File: src/rtl/alu_arbiter.sv
// Round-robin arbiter sharing one external ALU between NREQ requesters (IDLE -> EXEC -> RESP).
// Define ALU_ARBITER_OPCHECK_EN to flag op codes above 3 via resp_err and force resp_q to 0.
module alu_arbiter #(
  parameter int OPERANDSIZE = 64,
  parameter int NREQ        = 4
) (
  input  logic                        clk,
  input  logic                        rst,
  input  logic [NREQ-1:0]             req_valid,
  output logic [NREQ-1:0]             req_ready,
  input  logic [NREQ*OPERANDSIZE-1:0] req_a,
  input  logic [NREQ*OPERANDSIZE-1:0] req_b,
  input  logic [NREQ*12-1:0]          req_op,
  output logic [OPERANDSIZE-1:0]      alu_a,
  output logic [OPERANDSIZE-1:0]      alu_b,
  output logic [11:0]                 alu_op,
  input  logic [OPERANDSIZE-1:0]      alu_q,
  output logic                        resp_valid,
  output logic [$clog2(NREQ)-1:0]     resp_id,
  output logic [OPERANDSIZE-1:0]      resp_q,
  output logic                        resp_err,
  input  logic                        resp_ready
);

  localparam int IDW = $clog2(NREQ);

  typedef enum logic [1:0] {IDLE, EXEC, RESP} state_t;

  state_t                 state_d, state_q;
  logic [IDW-1:0]         ptr_d, ptr_q;
  logic [IDW-1:0]         resp_id_d, resp_id_q;
  logic [OPERANDSIZE-1:0] alu_a_d, alu_a_q;
  logic [OPERANDSIZE-1:0] alu_b_d, alu_b_q;
  logic [11:0]            alu_op_d, alu_op_q;
  logic [OPERANDSIZE-1:0] resp_q_d, resp_q_q;

  logic [OPERANDSIZE-1:0] a_arr  [NREQ];
  logic [OPERANDSIZE-1:0] b_arr  [NREQ];
  logic [11:0]            op_arr [NREQ];

  logic                   grant_found;
  logic [IDW-1:0]         grant_idx;
  logic [IDW-1:0]         cand_idx;

  for (genvar i = 0; i < NREQ; i++) begin : g_unpack
    assign a_arr[i]  = req_a[i*OPERANDSIZE +: OPERANDSIZE];
    assign b_arr[i]  = req_b[i*OPERANDSIZE +: OPERANDSIZE];
    assign op_arr[i] = req_op[i*12 +: 12];
  end

  // First valid requester at or after the pointer, wrapping at NREQ.
  always_comb begin
    grant_found = 1'b0;
    grant_idx   = '0;
    cand_idx    = '0;
    for (int i = 0; i < NREQ; i++) begin
      cand_idx = IDW'((int'(ptr_q) + i) % NREQ);
      if (!grant_found && req_valid[cand_idx]) begin
        grant_found = 1'b1;
        grant_idx   = cand_idx;
      end
    end
  end

`ifdef ALU_ARBITER_OPCHECK_EN
  logic resp_err_d, resp_err_q;
  logic op_illegal;
  assign op_illegal = (alu_op_q > 12'd3);
  assign resp_err   = resp_err_q;
`else
  assign resp_err   = 1'b0;
`endif

  always_comb begin
    state_d   = state_q;
    ptr_d     = ptr_q;
    resp_id_d = resp_id_q;
    alu_a_d   = alu_a_q;
    alu_b_d   = alu_b_q;
    alu_op_d  = alu_op_q;
    resp_q_d  = resp_q_q;
`ifdef ALU_ARBITER_OPCHECK_EN
    resp_err_d = resp_err_q;
`endif
    req_ready = '0;
    case (state_q)
      IDLE: begin
        if (grant_found) begin
          req_ready[grant_idx] = 1'b1;
          alu_a_d   = a_arr[grant_idx];
          alu_b_d   = b_arr[grant_idx];
          alu_op_d  = op_arr[grant_idx];
          resp_id_d = grant_idx;
          ptr_d     = (grant_idx == IDW'(NREQ - 1)) ? '0 : grant_idx + 1'b1;
          state_d   = EXEC;
        end
      end
      EXEC: begin
`ifdef ALU_ARBITER_OPCHECK_EN
        resp_err_d = op_illegal;
        resp_q_d   = op_illegal ? '0 : alu_q;
`else
        resp_q_d   = alu_q;
`endif
        state_d = RESP;
      end
      RESP: begin
        if (resp_ready) state_d = IDLE;
      end
      default: state_d = IDLE;
    endcase
    // A grant strobe during reset would be lost, so suppress it.
    if (rst) req_ready = '0;
  end

  always_ff @(posedge clk) begin
    if (rst) begin
      state_q   <= IDLE;
      ptr_q     <= '0;
      resp_id_q <= '0;
      alu_a_q   <= '0;
      alu_b_q   <= '0;
      alu_op_q  <= '0;
      resp_q_q  <= '0;
`ifdef ALU_ARBITER_OPCHECK_EN
      resp_err_q <= 1'b0;
`endif
    end else begin
      state_q   <= state_d;
      ptr_q     <= ptr_d;
      resp_id_q <= resp_id_d;
      alu_a_q   <= alu_a_d;
      alu_b_q   <= alu_b_d;
      alu_op_q  <= alu_op_d;
      resp_q_q  <= resp_q_d;
`ifdef ALU_ARBITER_OPCHECK_EN
      resp_err_q <= resp_err_d;
`endif
    end
  end

  assign alu_a      = alu_a_q;
  assign alu_b      = alu_b_q;
  assign alu_op     = alu_op_q;
  assign resp_id    = resp_id_q;
  assign resp_q     = resp_q_q;
  assign resp_valid = (state_q == RESP);

endmodule
File: config.mk
export PLATFORM = sky130hd
export DESIGN_NAME = alu_arbiter
export DESIGN_NICKNAME = d
export VERILOG_FILES = /design/src/rtl/alu_arbiter.sv
export SDC_FILE = /design/constraint.sdc
export NUM_CORES = 1
export LEC_CHECK = 0
export ABC_AREA = 1
export CORE_AREA = 2 2 327 329
export DETAILED_ROUTE_END_ITERATION = 10
export DIE_AREA = 0 0 329 331
export PLACE_DENSITY = 0.33
export SLEW_MARGIN = 20
export SYNTH_ARGS = -nofsm -noshare
export SYNTH_HDL_FRONTEND = slang
export SYNTH_SLANG_ARGS = --single-unit
File: constraint.sdc
create_clock -name clk -period 6.4 [get_ports clk]
set_clock_uncertainty 0.15 [all_clocks]
set_input_delay 1.92 -clock clk [delete_from_list [all_inputs] [get_ports clk]]
set_output_delay 1.92 -clock clk [all_outputs]
set_load 0.01 [all_outputs]
; Yosys cells after proc, flatten, opt, wreduce, memory -nomap -nowiden
; Index checks and enable logic that the tools add are counted.
[word_totals]
reg_bits = 210
input_bits = 631
out_inout_bits = 212
elab_cells = 68
[op_classes]
bitwise = 1
reduce_logical = 10
muxes = 34
addsub = 4
n_lt_le_gt_ge = 7
n_eq_ne = 5
[op_table]
columns = op, count
row1 = $bmux 64 s2, 2
row2 = $mux 64, 4
row3 = $bmux 12 s2, 1
row4 = $mux 12, 2
row5 = $lt 2x3->1 const B, 5
row6 = $mux 2, 7
row7 = $mux 4, 3
row8 = $mux 1, 9
row9 = $bmux 1 s2, 4
row10 = $pmux 2 s3, 1
row11 = $add 2x1->2 const B, 2
row12 = $add 2x2->2 const B, 2
row13 = $eq 2x2->1 const B, 2
row14 = $logic_and 1x1->1, 4
row15 = $reduce_and 2->1, 2
row16 = $ge 3x3->1 const B, 1
row17 = $logic_not 1->1, 3
row18 = $not 2->3, 1
row19 = $demux 1 s2, 1
row20 = $eq 2x1->1 const B, 1
row21 = $ge 2x1->1 const B, 1
row22 = $logic_not 2->1, 1
row23 = $ne 2x1->1 const B, 1
row24 = $ne 2x2->1 const B, 1

; Logic depth before layout (Yosys ltp)
; Gate-level depths: netlist of the first run.
[depth]
ltp_word = 19
ltp_mapped = 17

; Least setup slack after synthesis of the first run
; OpenSTA, ideal clock, no wires.
[synth_timing]
path_kind = in2out
startpoint = input req_valid[3]
endpoint = output req_ready[3]
arrival_time_ns = 3.396
path_buffers = 2
path_slack_ns = 0.934
path_stages = 13
path_cell_list = inv_1 > nand2_1 > nand3_1 > nand2_1 > inv_1 > nand2_1 > nand2_2 > nand3_2 > inv_2 > buf_6 > buf_2 > ha_1 > nor3b_1
[synth_via]
elab_chain_cells = 19
elab_cells_between_ends = 30
cone_classes = order compare: 2 / mux: 21 / reduce/logical: 7
[synth_rtl]
columns = item, line_no
row1 = from (decl), 9  ; input logic [NREQ-1:0] req_valid,
row2 = $bmux 1 s2, 58  ; if (!grant_found && req_valid[cand_idx]) begin
row3 = $mux 1 (implied by the code), 58
row4 = $mux 1, 58
row5 = $logic_not 1->1, 58
row6 = $logic_and 1x1->1, 58
row7 = $mux 1, 58
row8 = $logic_not 1->1, 58
row9 = $logic_and 1x1->1, 58
row10 = [3 not listed], --
row11 = $mux 2, 58
row12 = $lt 2x3->1 (implied by the code) / $ge 2x1->1 (equally long branches), 89  ; req_ready[grant_idx] = 1'b1;
row13 = $logic_and 1x1->1 (implied by the code), 89
row14 = $mux 1 (implied by the code), 89
row15 = $demux 1 s2, 89
row16 = $mux 4 *, 88  ; if (grant_found) begin
row17 = $mux 4 *, 86  ; case (state_q)
row18 = $mux 4 *, 113  ; if (rst) req_ready = '0;
row19 = to (decl), 10  ; output logic [NREQ-1:0] req_ready,
; Every way passes the cells marked *; elsewhere a longest branch is shown, timed or not. The select of a mux whose other input is x is not followed.

; Worst setup path after layout of the first run
[layout_timing]
startpoint = input req_valid[1]
endpoint = output req_ready[2]
; The elaborated chain is that of the path after synthesis.

==> results.tsv, run 1 <==
metric	value	unit
Reg clk slew, reported paths	0.05	ns
grt total ovfl	0	
top cells by area, synth	dfxtp_1 (30%), nand2_1 (18%), nor2_1 (15%), nand3_1 (11%), inv_1 (10%)	
initial antenna violation count	21	
final setup violation count	0	
routed vias	18151	
Synth Warn #	0	
Post-synth EDFFs	0	
Placed Area	23630	sq um
Synth top cells by count	nand2_1 (653), nor2_1 (552), inv_1 (381)	
Die Width	329	microns
CP endpoint kind	primary output	
htree depth	2	
Iteration-0 DRC Markers	803	
P_leak	11.74	nW
max_cap viols	0	
vias per cell	3.881	
final hold viol count	0	
ys async rst share	0	
dpl hpwl	68.28	mm
Slew headroom	0.3241	
critical path class	in -> out	
syn_nets	3143	
status	finished clean	
I/O Pins	843	
full die area	108900	sq um
number of global-route vias before repair	18138	
Pre-antenna DRT Iters	5	
Clock Latency Late Sink	0.58	ns
Avg Inst Size Synth	5.545	sq um
r2r startpoint	ptr_q[0]	
worst min-delay path startpoint	resp_q[38]	
CTS Hold Buffers Added	0	
clock root cell	clkbuf_16	
fin nets	3877	
GRT Util Overall	0.1598	
dpl ws	-0.1757	ns
Syn Inst Count	2511	
Max Clk Rate	0.1641	GHz
pwr dens	482.4	nW/um^2
Max FO, Critical Path	3	
area delta synth->final	78.08	%
worst setup margin	0.3045	ns
Worst Path Arrival	4.03	ns
first-pass GRT wire length	127.9	mm
top cell type's share of synthesized area	0.3019	
Worst path max stage delay	0.49	ns
Placed Cells	4598	
residual DRC count	0	
Final Non-Filler Cells	4677	
Slew Limit Fails	0	
Post-Route WL	91.82	mm
most frequent cell after synthesis	nand2_1	
# clock sinks	210	
ys flop type	dfxtp_1	
HP Class	reg -> reg	
worst setup path startpoint	req_valid[1]	
CTS tree	built	
Most Frequent Cell on Critical Path	nand2_1	
fin crit share	0.9524	
row count	119	
CP Launch Type	input port	
Setup TNS	0	ns
gp weighted congestion	0.8172	
Die Span Y	331	microns
WL/cell	19.63	microns
CP max-delay cell	clkdlybuf4s50_1	
Fill cells	12055	
minimum clock period	6.096	ns
Peak supply drop	328.6	uV
Yosys reg bits	210	
TritonCTS buffer count	36	
Starting Density	0.1326	
total power	0.01196	W
largest net degree at the start of global routing	149	
Distinct cells, synth	27	
area of the multi-input gates	7441	sq um
post-route ant nets	0	
post-route design area	24800	sq um
register area share after synthesis	0.3019	
Clock Path Buffers	3	
sequential cell area	4204	sq um
core box area	105000	sq um
Worst-Margin Slew	1.014	ns
synthesized area	13920	sq um
Buffers on Ports	841	
Worst Path Required	4.33	ns
Post-CTS Setup Bufs	0	
layout cell share with drive strength beyond 1	0.03397	
RSZ-0062 raised after global routing	no	
Cell Chain, Critical Path	clkdlybuf4s50_1 -> inv_1 -> nand2_1 -> nand3_1 -> nand2_1 -> inv_1 -> nand2_1 -> nand2_8 -> nand3_4 -> inv_4 -> nor2_1 -> nand2_1 -> nor2_1 -> clkdlybuf4s15_1	
cell taking the most area after synthesis	dfxtp_1	
[metal layers]
layer / track usage / vias to the layer above / share of wire / wire length (microns)
li1: - / 9190 / - / -
met1: 0.1938 / 8353 / 0.42 / 38320
met2: 0.2782 / 516 / 0.50 / 45870
met3: 0.03870 / 86 / 0.062 / 5694
met4: 0.04795 / 6 / 0.020 / 1880
met5: 0 / - / 0.00046 / 42
[registers in the layout (all words and copies together) (netlist names)]
register / cells
alu_b: 64
ptr_q: 2
state_q: 2
resp_q: 64
resp_id: 2
alu_a: 64
alu_op: 12
[cells in the final DEF, fill, tap and decap left out]
master / count
clkdlybuf4s15_1: 1
inv_8: 1
clkinv_2: 5
o21ai_0: 65
clkinv_8: 3
dlymetal6s2s_1: 1
nor2_4: 2
buf_4: 35
inv_2: 4
diode_2: 18
clkbuf_8: 6
o21ai_1: 2
clkbuf_1: 10
nand2_1: 651
nor3b_1: 1
bufinv_16: 1
nor4_1: 1
a31oi_1: 1
o31ai_1: 1
ha_1: 1
clkbuf_16: 36
nand2_4: 1
nand2_8: 1
clkbuf_2: 1
nand3_1: 294
inv_4: 2
conb_1: 1
buf_12: 5
clkdlybuf4s50_1: 836
inv_1: 379
nor2_1: 551
buf_6: 1
dlygate4sd2_1: 1
nand4_1: 148
dfxtp_1: 210
a21oi_1: 2
nand3_4: 4
nand2_2: 3
[power by group]
part	switching, W	total, W	internal [W]
Clock	0.000796	0.00194	0.00115
Sequential	0.000283	0.00209	0.00181
Combinational	0.00507	0.00792	0.00285
Total	0.00615	0.0120	0.00581
[stage by stage]
stage                       util  hold slack [ns]
final                     0.2362           0.3287
after global routing      0.2361           0.3488
after CTS                 0.2358           0.3342
after detailed placement  0.2251           0.3213
after global placement    0.2251           0.3159
after floorplan                -           0.3605
[critical path, delay by kind of cell]
family / cells / cell delay, ns
buffers and inverters: 5 / 1.03
and+or+nand+nor: 9 / 1.07
[layout make-up]
| type | instances | area share |
|---|---|---|
| Timing Repair Buffer | 881 | 0.3540 |
| Sequential cell | 210 | 0.1696 |
| Clock buffer | 52 | 0.04118 |
| Multi-Input combinational cell | 1730 | 0.3001 |
| Antenna cell | 18 | 0.001817 |
| Tap cell | 1391 | 0.07019 |
| Inverter | 386 | 0.05894 |
| Clock inverter | 9 | 0.004188 |
[logic make-up after synthesis]
group / count (synthesis) / synth area share
other cells: 1 / 0.0002693
simple gates: 1657 / 0.5040
compound gates: 71 / 0.02579
flops: 210 / 0.3019
fa+ha+maj: 1 / 0.0008985
buf+inv: 571 / 0.1671
[repair_timing]
action	in CTS	in global routing
gates resized for setup	3	4
setup endpoints to repair	3	3
endpoints found under the hold margin	0	0
[path summary, 6_finish.rpt]
kind,end,slack (ns),cells after the start
worst min-delay path,resp_q[38],0.33,2
worst min register to register,resp_q[38],0.33,2
worst max-delay path,req_ready[2],0.30,14
worst max register to register,alu_b[17],2.22,17
(Power assumes the default switching activity.)
==> run 2, diff against run 1 <==
CORE_AREA = 5 5 330 332   (was 2 2 327 329)
DIE_AREA = 0 0 335 337   (was 0 0 329 331)
==> run 2 against run 1 <==
  * Flip-flop and latch count is the same
  * Global-route usage decreased by 0.37 points
  * Die area up 3.7%
  * Via count down 0.79%
  * Routed wire length increased by 2.6%
  * First-iteration DRC count grew 5.1%
  * Sequential share of layout area hardly changed
  * Fmax is essentially flat
  * Clock power about the same
  * Total power increased by 0.72%
  * Setup slack worse by 0.0030 ns
  * Critical path type unchanged
==> results.tsv, run 2 (synthesis results as in run 1) <==
metric	value	unit
residual DRC count	0	
Post-Route WL	94.24	mm
I/O Pins	843	
commonest non-fill, non-tap cell in the layout	clkdlybuf4s50_1	
GRT Util Overall	0.1562	
Final Non-Filler Cells	4687	
CP endpoint kind	primary output	
dpl hpwl	70.73	mm
Max FO, Critical Path	4	
final hold viol count	0	
fin nets	3882	
r2r startpoint	ptr_q[0]	
worst setup margin	0.3015	ns
clock share of power	0.161	
Worst Hold End	resp_q[38]	
vias per cell	3.842	
R2R setup slack	2.24	ns
grt total ovfl	0	
Slew headroom	0.3176	
fin util	0.2343	
P_int	0.005877	W
Slew Limit Fails	0	
Net Sw Frac	0.5122	
RSZ-0062 raised after global routing	no	
pwr dens	485.1	nW/um^2
layout cell share with drive strength beyond 1	0.03546	
# clock sinks	210	
Peak supply drop	288.7	uV
clock root cell	clkbuf_16	
Die Width	335	microns
core box area	106000	sq um
Sequential Power Share	0.173	
Worst Path Required	4.33	ns
Die Span Y	337	microns
CTS Hold Buffers Added	0	
fin crit share	0.9529	
Max Clk Rate	0.1640	GHz
Worst Path Arrival	4.03	ns
CP Launch Type	input port	
Clock Latency Late Sink	0.56	ns
minimum clock period	6.098	ns
dpl ws	-0.1454	ns
WL/cell	20.11	microns
Reg clk slew, reported paths	0.05	ns
first-pass GRT wire length	130.4	mm
full die area	112900	sq um
critical path class	in -> out	
HP Class	reg -> reg	
Iteration-0 DRC Markers	844	
post-route ant nets	0	
commonest cells after routing, fill and taps aside	clkdlybuf4s50_1 (835), nand2_1 (651), nor2_1 (551)	
Worst-Margin Slew	1.024	ns
status	finished clean	
Reg2Reg Depth	16	
htree depth	2	
P_leak	11.79	nW
Worst Hold Depth	2	
initial antenna violation count	20	
number of global-route vias before repair	17816	
CTS tree	built	
Starting Density	0.1314	
worst min-delay path startpoint	resp_q[38]	
Pre-antenna DRT Iters	5	
Buffers on Ports	841	
routed vias	18007	
Comb power frac	0.666	
total power	0.01205	W
Clock Path Buffers	3	
largest net degree at the start of global routing	134	
TritonCTS buffer count	34	
row count	120	
area delta synth->final	78.37	%
max_cap viols	0	
R2R Path End	alu_b[39]	
NetSw	0.006171	W
Placed Cells	4617	
gp weighted congestion	0.8063	
final setup violation count	0	
-- run 2: cell type report --
| cell class | instances | area, sq um |
|---|---|---|
| antenna | 13 | 32.53 |
| sequential | 210 | 4204 |
| inverter | 386 | 1461 |
| fill | 12247 | 81170 |
| timing repair buffer | 888 | 8836 |
| multi-input combinational | 1730 | 7432 |
| clock buffer | 51 | 1015 |
| tap | 1403 | 1755 |
| clock inverter | 6 | 98.84 |
-- run 2: stage by stage --
step / cell area (sq um) / hold WS, ns / TNS, ns
5_1_grt: 24830 / 0.3448 / 0
4_1_cts: 24800 / 0.3339 / 0
6_report: 24840 / 0.3282 / 0
3_5_place_dp: 23690 / 0.3220 / -0.3941
2_1_floorplan: 13920 / 0.3605 / 0
3_3_place_gp: 23690 / 0.3124 / -0.3941
-- run 2: power by group through the flow --
| stage | sequential, W | combinational (W) | clock (W) |
|---|---|---|---|
| floorplan | 0.00228 | 0.00452 | 0 |
| global placement | 0.00211 | 0.00832 | 0 |
| detailed placement | 0.00212 | 0.00826 | 0 |
| CTS | 0.00209 | 0.00829 | 0.00203 |
| global route | 0.00216 | 0.00901 | 0.00207 |
| finish | 0.00209 | 0.00802 | 0.00194 |
-- run 2: metal layers --
metal,up-vias,GRT usage,part of all wire
li1,9182,-,-
met1,8254,0.1915,0.42
met2,486,0.2726,0.50
met3,77,0.04317,0.066
met4,8,0.03536,0.017
met5,-,0,0.00060
-- run 2: worst max-delay path: stages --
cell	delay, ns
clkdlybuf4s50_1	0.42
inv_1	0.08
nand2_1	0.07
nand3_1	0.13
nand2_1	0.12
nor2_4	0.17
nand3_4	0.12
nand3_4	0.19
inv_4	0.05
nor2_1	0.15
nand2_1	0.12
nor2_1	0.13
dlygate4sd2_1	0.35
-- run 2: worst max-delay path by stage --
stage / start / to / slack, ns / cells past startpoint
2_1_floorplan: req_valid[3] / req_ready[3] / 0.93 / 13
4_1_cts: req_valid[1] / req_ready[2] / 0.03 / 13
3_3_place_gp: req_valid[2] / req_ready[0] / -0.15 / 14
6_report: req_valid[3] / req_ready[0] / 0.30 / 13
5_1_grt: req_valid[3] / req_ready[0] / 0.06 / 13
3_5_place_dp: req_valid[2] / req_ready[0] / -0.15 / 14
-- run 2: what timing repair did --
action,CTS,global route
setup buffers,0,0
gates resized for setup,3,2
setup endpoints to repair,4,2
==> edit 1: new RTL, flow settings as in run 2 <==
The option `ALU_ARBITER_OPCHECK_EN` is turned on by a define.
--- a/src/rtl/alu_arbiter.sv
+++ b/src/rtl/alu_arbiter.sv
@@ -1,5 +1,7 @@
 // Round-robin arbiter sharing one external ALU between NREQ requesters (IDLE -> EXEC -> RESP).
 // Define ALU_ARBITER_OPCHECK_EN to flag op codes above 3 via resp_err and force resp_q to 0.
+`define ALU_ARBITER_OPCHECK_EN
+
 module alu_arbiter #(
   parameter int OPERANDSIZE = 64,
   parameter int NREQ        = 4
Check against the original RTL: not equivalent (Yosys sat finds a counterexample within 4 cycles, from zero or initial values and one cycle with rst high).
==> edit 1 against run 2 <==
- clock power is 4% higher
- sequential cell count is 1 higher
- count of clock-buffer cells in the layout is 3 higher
- synthesized area is 12% higher
- highest routed layer unchanged
- cell area is 6.3% higher
- largest cell class unchanged
- total power is 1.0% lower
- routed wire length is 6.1% higher
- worst setup slack worse by 120 ps
==> edit 1: results (changes against run 2) <==
HOLD PATH
-------------------------------------------------------------------------------------
Min-Delay Startpoint                                                     resp_q[35]$_SDFFE_PP0N_   was resp_q[38]$_SDFFE_PP0N_

YOSYS
-------------------------------------------------------------------------------------
Top post-synthesis cells by count                                        722 x inv_1, 585 x nand2_1, 427 x nand3_1   was 653 x nand2_1, 552 x nor2_1, 381 x inv_1
Post-Synthesis Net Count                                                        3,453   was 3,143
Sequential fraction of the synthesis area                                       0.270   was 0.302

CLOCKING
-------------------------------------------------------------------------------------
Clock latency of the later-clocked register in the worst-skew pair             580 ps   was 560 ps
Clock buffer count from CTS                                                        36   was 34

ROUTING
-------------------------------------------------------------------------------------
Count of routing violations after the opening detailed-route iteration            815   was 844
Ratio of routed vias to standard cells                                           4.06   was 3.84

FINAL LAYOUT
-------------------------------------------------------------------------------------
Non-clock buffer count                                                            874   was 888
Number of diodes                                                                   23   was 13
Share of cells above drive strength 1                                          0.0291   was 0.0355
Fraction of area in clock buffers and inverters                                0.0450   was 0.0448
Count of inverters other than clock inverters in the layout                       725   was 386
Non-clock buffer share                                                          0.331   was 0.356
Number of multi-input combinational cells                                       1,662   was 1,730
Seq cells                                                                         211   was 210

WORST SETUP PATH
-------------------------------------------------------------------------------------
Worst path top cell family by delay                                      buffers and inverters   was simple AND/OR/NAND/NOR gates
Delay of the slowest critical-path stage                                       640 ps   was 420 ps
Critical Path AT                                                              4150 ps   was 4030 ps
Number of cells on the worst reg-to-reg path                                       13   was 16
Reg2Reg Setup Slack                                                           2380 ps   was 2240 ps
Top fanout value on the critical path                                               3   was 4

STA
-------------------------------------------------------------------------------------
Worst max-slew margin expressed relative to the limit                           0.263   was 0.318
Hold_ws                                                                        312 ps   was 328 ps

GRT
-------------------------------------------------------------------------------------
Wire length of the first global-routing pass                               141,000 um   was 130,000 um

RUN STATUS
-------------------------------------------------------------------------------------
Result of the run                                                        complete, no violations   unchanged

PLACED DESIGN
-------------------------------------------------------------------------------------
IO buf count                                                                      842   was 841
Final estimated routing congestion in global placement                          0.813   was 0.806

==> edit 1: cell types whose count changed after synthesis, sizes merged, moves of 5 or more <==
cell,delta
nand3,+132
o21ai,-64
buf,+43
nor2,-283
nand4,+136
nand2,-67
a21oi,+77
clkbuf,-5
inv,+339
==> edit 1: stage by stage <==
| stage | cells | utilization | total power, mW | worst slack (ps) |
|---|---|---|---|---|
| final | 4962 | 0.249 | 11.9 | 181 |
| after global routing | 4958 | 0.249 | 13.1 | 36.8 |
| after CTS | 4939 | 0.248 | 12.3 | 94.9 |
| after detailed placement | 4875 | 0.237 | 10.1 | 116 |
| after global placement | 4875 | 0.237 | 10.2 | 77.1 |
| after floorplan | 2821 | - | 6.87 | 948 |
==> edit 1: what timing repair did <==
action,4_1_cts,5_1_grt
endpoints found under the setup margin,0,1
resized for setup,0,1
setup buffers,0,0
hold buffers,0,0
==> edit 1: worst max path at each step <==
stage | slack (ps) | startpoint | cells past startpoint | to
global placement | 80 | req_valid[3] | 13 | req_ready[3]
global route | 40 | req_valid[1] | 11 | req_ready[1]
floorplan | 950 | req_valid[3] | 10 | req_ready[3]
CTS | 90 | req_valid[3] | 13 | req_ready[3]
detailed placement | 120 | req_valid[1] | 13 | req_ready[3]
finish | 180 | req_valid[3] | 11 | req_ready[1]
==> edit 1: power groups by stage <==
stage	clock, mW	sequential [mW]	combinational (mW)
4_1_cts	2.15	1.95	8.19
2_1_floorplan	0	2.11	4.76
6_report	2.02	1.95	7.96
3_3_place_gp	0	1.97	8.20
5_1_grt	2.19	1.99	8.92
3_5_place_dp	0	1.97	8.17
==> edit 1: layer usage <==
layer / track usage / share of wire
met5: 0 / 0.00096
met4: 0.0579 / 0.027
met3: 0.0504 / 0.075
met2: 0.278 / 0.48
met1: 0.204 / 0.42
==> edit 2: new RTL, settings of run 2 <==
Made on the original files. Reset style: asynchronous (`rst`), changed in one clocked block.
--- a/src/rtl/alu_arbiter.sv
+++ b/src/rtl/alu_arbiter.sv
@@ -113,7 +113,7 @@
     if (rst) req_ready = '0;
   end
 
-  always_ff @(posedge clk) begin
+  always_ff @(posedge clk or posedge rst) begin
     if (rst) begin
       state_q   <= IDLE;
       ptr_q     <= '0;
Formal check against the unedited RTL: not equivalent (a bounded check fails within 4 cycles, from zero or initial values and one cycle with rst high; the reset may be asserted at any time).
==> edit 2 against run 2 <==
- worst setup slack got worse by 110 ps
- utilization is 0.56 points higher
- count of clock-buffer cells in the layout fell by 2
- combinational power grew 36%
- sequential share of layout area rose by 3.7 points
- routed wire length decreased by 2.9%
- synthesized area rose by 4.7%
- register-to-register slack better by 400 ps
- non-clock buffer count shrank 24
- die area did not move
- sequential cell count did not move
- total power is 27% higher
- cell area up 2.4%
- synthesized cell count is 6.7% lower
- highest routed layer unchanged
==> edit 2: results (changes against run 2) <==
PWR
-------------------------------------------------------------------------------------
VDD IR-drop max                                                               1.43 mV   was 0.289 mV
Clock-net power                                                               1.99 mW   was 1.94 mW
Fraction of power consumed by combinational cells                               0.713   was 0.666
Power in combinational cells                                                  10.9 mW   was 8.02 mW

WORST SETUP PATH
-------------------------------------------------------------------------------------
Reg2Reg Setup Slack                                                           2640 ps   was 2240 ps
Critical Path AT                                                              4140 ps   was 4030 ps
Delay of the slowest critical-path stage                                       530 ps   was 420 ps

ROUTING
-------------------------------------------------------------------------------------
Ratio of routed vias to standard cells                                           3.83   was 3.84
Count of routing violations after the opening detailed-route iteration            772   was 844
Detailed Routing Iterations Pass 1                                                  4   was 5

YOSYS
-------------------------------------------------------------------------------------
Top post-synthesis cells by count                                        1,162 x nand2_1, 426 x nand3_1, 291 x inv_1   was 653 x nand2_1, 552 x nor2_1, 381 x inv_1
Mean Syn Cell Area                                                         6.22 sq um   was 5.54 sq um
Synth cell types                                                                   25   was 27
Post-Synthesis Net Count                                                        2,975   was 3,143
Sequential fraction of the synthesis area                                       0.361   was 0.302
Proportion of synthesized flip-flops having asynchronous set or reset            1.00   was 0
Cell types with the largest area share after synthesis                   dfrtp_1 36%, nand2_1 30%, nand3_1 15%, inv_1 7.5%, mux2_2 4.9%   was dfxtp_1 30%, nand2_1 18%, nor2_1 15%, nand3_1 11%, inv_1 10%

PLACED DESIGN
-------------------------------------------------------------------------------------
DP Area                                                                  24,200 sq um   was 23,700 sq um
Post-detailed-placement half-perimeter wirelength                           66,200 um   was 70,700 um
Final estimated routing congestion in global placement                          0.789   was 0.806
Cell count after placement                                                      4,447   was 4,617

FINAL LAYOUT
-------------------------------------------------------------------------------------
Share of cells above drive strength 1                                          0.0515   was 0.0355
Nets@finish                                                                     3,713   was 3,882

GRT
-------------------------------------------------------------------------------------
Maximum number of pins on one net before global-route repair                      154   was 134
Overall track demand over capacity in global routing                            0.154   was 0.156
Antenna violations before repair                                                   23   was 20
Via count of the first global-routing pass                                     17,800   about the same

RUN STATUS
-------------------------------------------------------------------------------------
Result of the run                                                        complete, no violations   unchanged

CLOCKING
-------------------------------------------------------------------------------------
Clock buffer count from CTS                                                        35   was 34

STA
-------------------------------------------------------------------------------------
Achievable clock frequency                                                  0.161 GHz   was 0.164 GHz

==> edit 2: cell families after synthesis <==
kind of cell	count (synthesis)	share of synthesized area
flip-flops	210	0.361
multiplexers	64	0.0495
adder cells (fa/ha/maj)	1	0.000858
AND/OR/NAND/NOR	1603	0.452
buffers and inverters	458	0.135
AO/OA/AOI/OAI	6	0.00223
other	1	0.000257
==> edit 2: area by class of cell <==
class                           instances  area (sq um)  share of cell area
Tap cell                             1403          1760              0.0690
Sequential cell                       210          5260               0.207
Clock inverter                         12           168             0.00659
Timing Repair Buffer                  864          8680               0.342
Antenna cell                           11          27.5             0.00108
Clock buffer                           49           998              0.0393
Multi-Input combinational cell       1675          7420               0.292
Inverter                              295          1120              0.0441
==> edit 2: path summary, 6_finish.rpt <==
check / start / endpoint / depth (start not counted)
setup / recovery: req_valid[3] / req_ready[1] / 13
hold / removal: alu_b[7]$_DFFE_PP0P_ / alu_b[7]$_DFFE_PP0P_ / 2
setup reg to reg: ptr_q[0]$_DFFE_PP0P_ / alu_a[1]$_DFFE_PP0P_ / 14
hold reg to reg: alu_b[7]$_DFFE_PP0P_ / alu_b[7]$_DFFE_PP0P_ / 2
max in group asynchronous: rst / alu_b[27]$_DFFE_PP0P_ / 4
min in group asynchronous: rst / resp_id[0]$_DFFE_PP0P_ / 3
==> edit 2: per-layer routing <==
| metal | vias up | wire length [um] | part of all wire | track usage |
|---|---|---|---|---|
| met5 | - | 90 | 0.00098 | 0 |
| met4 | 14 | 1810 | 0.020 | 0.0363 |
| met3 | 78 | 6810 | 0.074 | 0.0504 |
| met2 | 518 | 44900 | 0.49 | 0.264 |
| met1 | 8096 | 37900 | 0.41 | 0.187 |
| li1 | 8624 | - | - | - |
==> edit 2: worst min-delay path: stages, from the launching register on <==
cell and delay, ps:
dfrtp_1 340, nand2_1 50, nand2_1 50
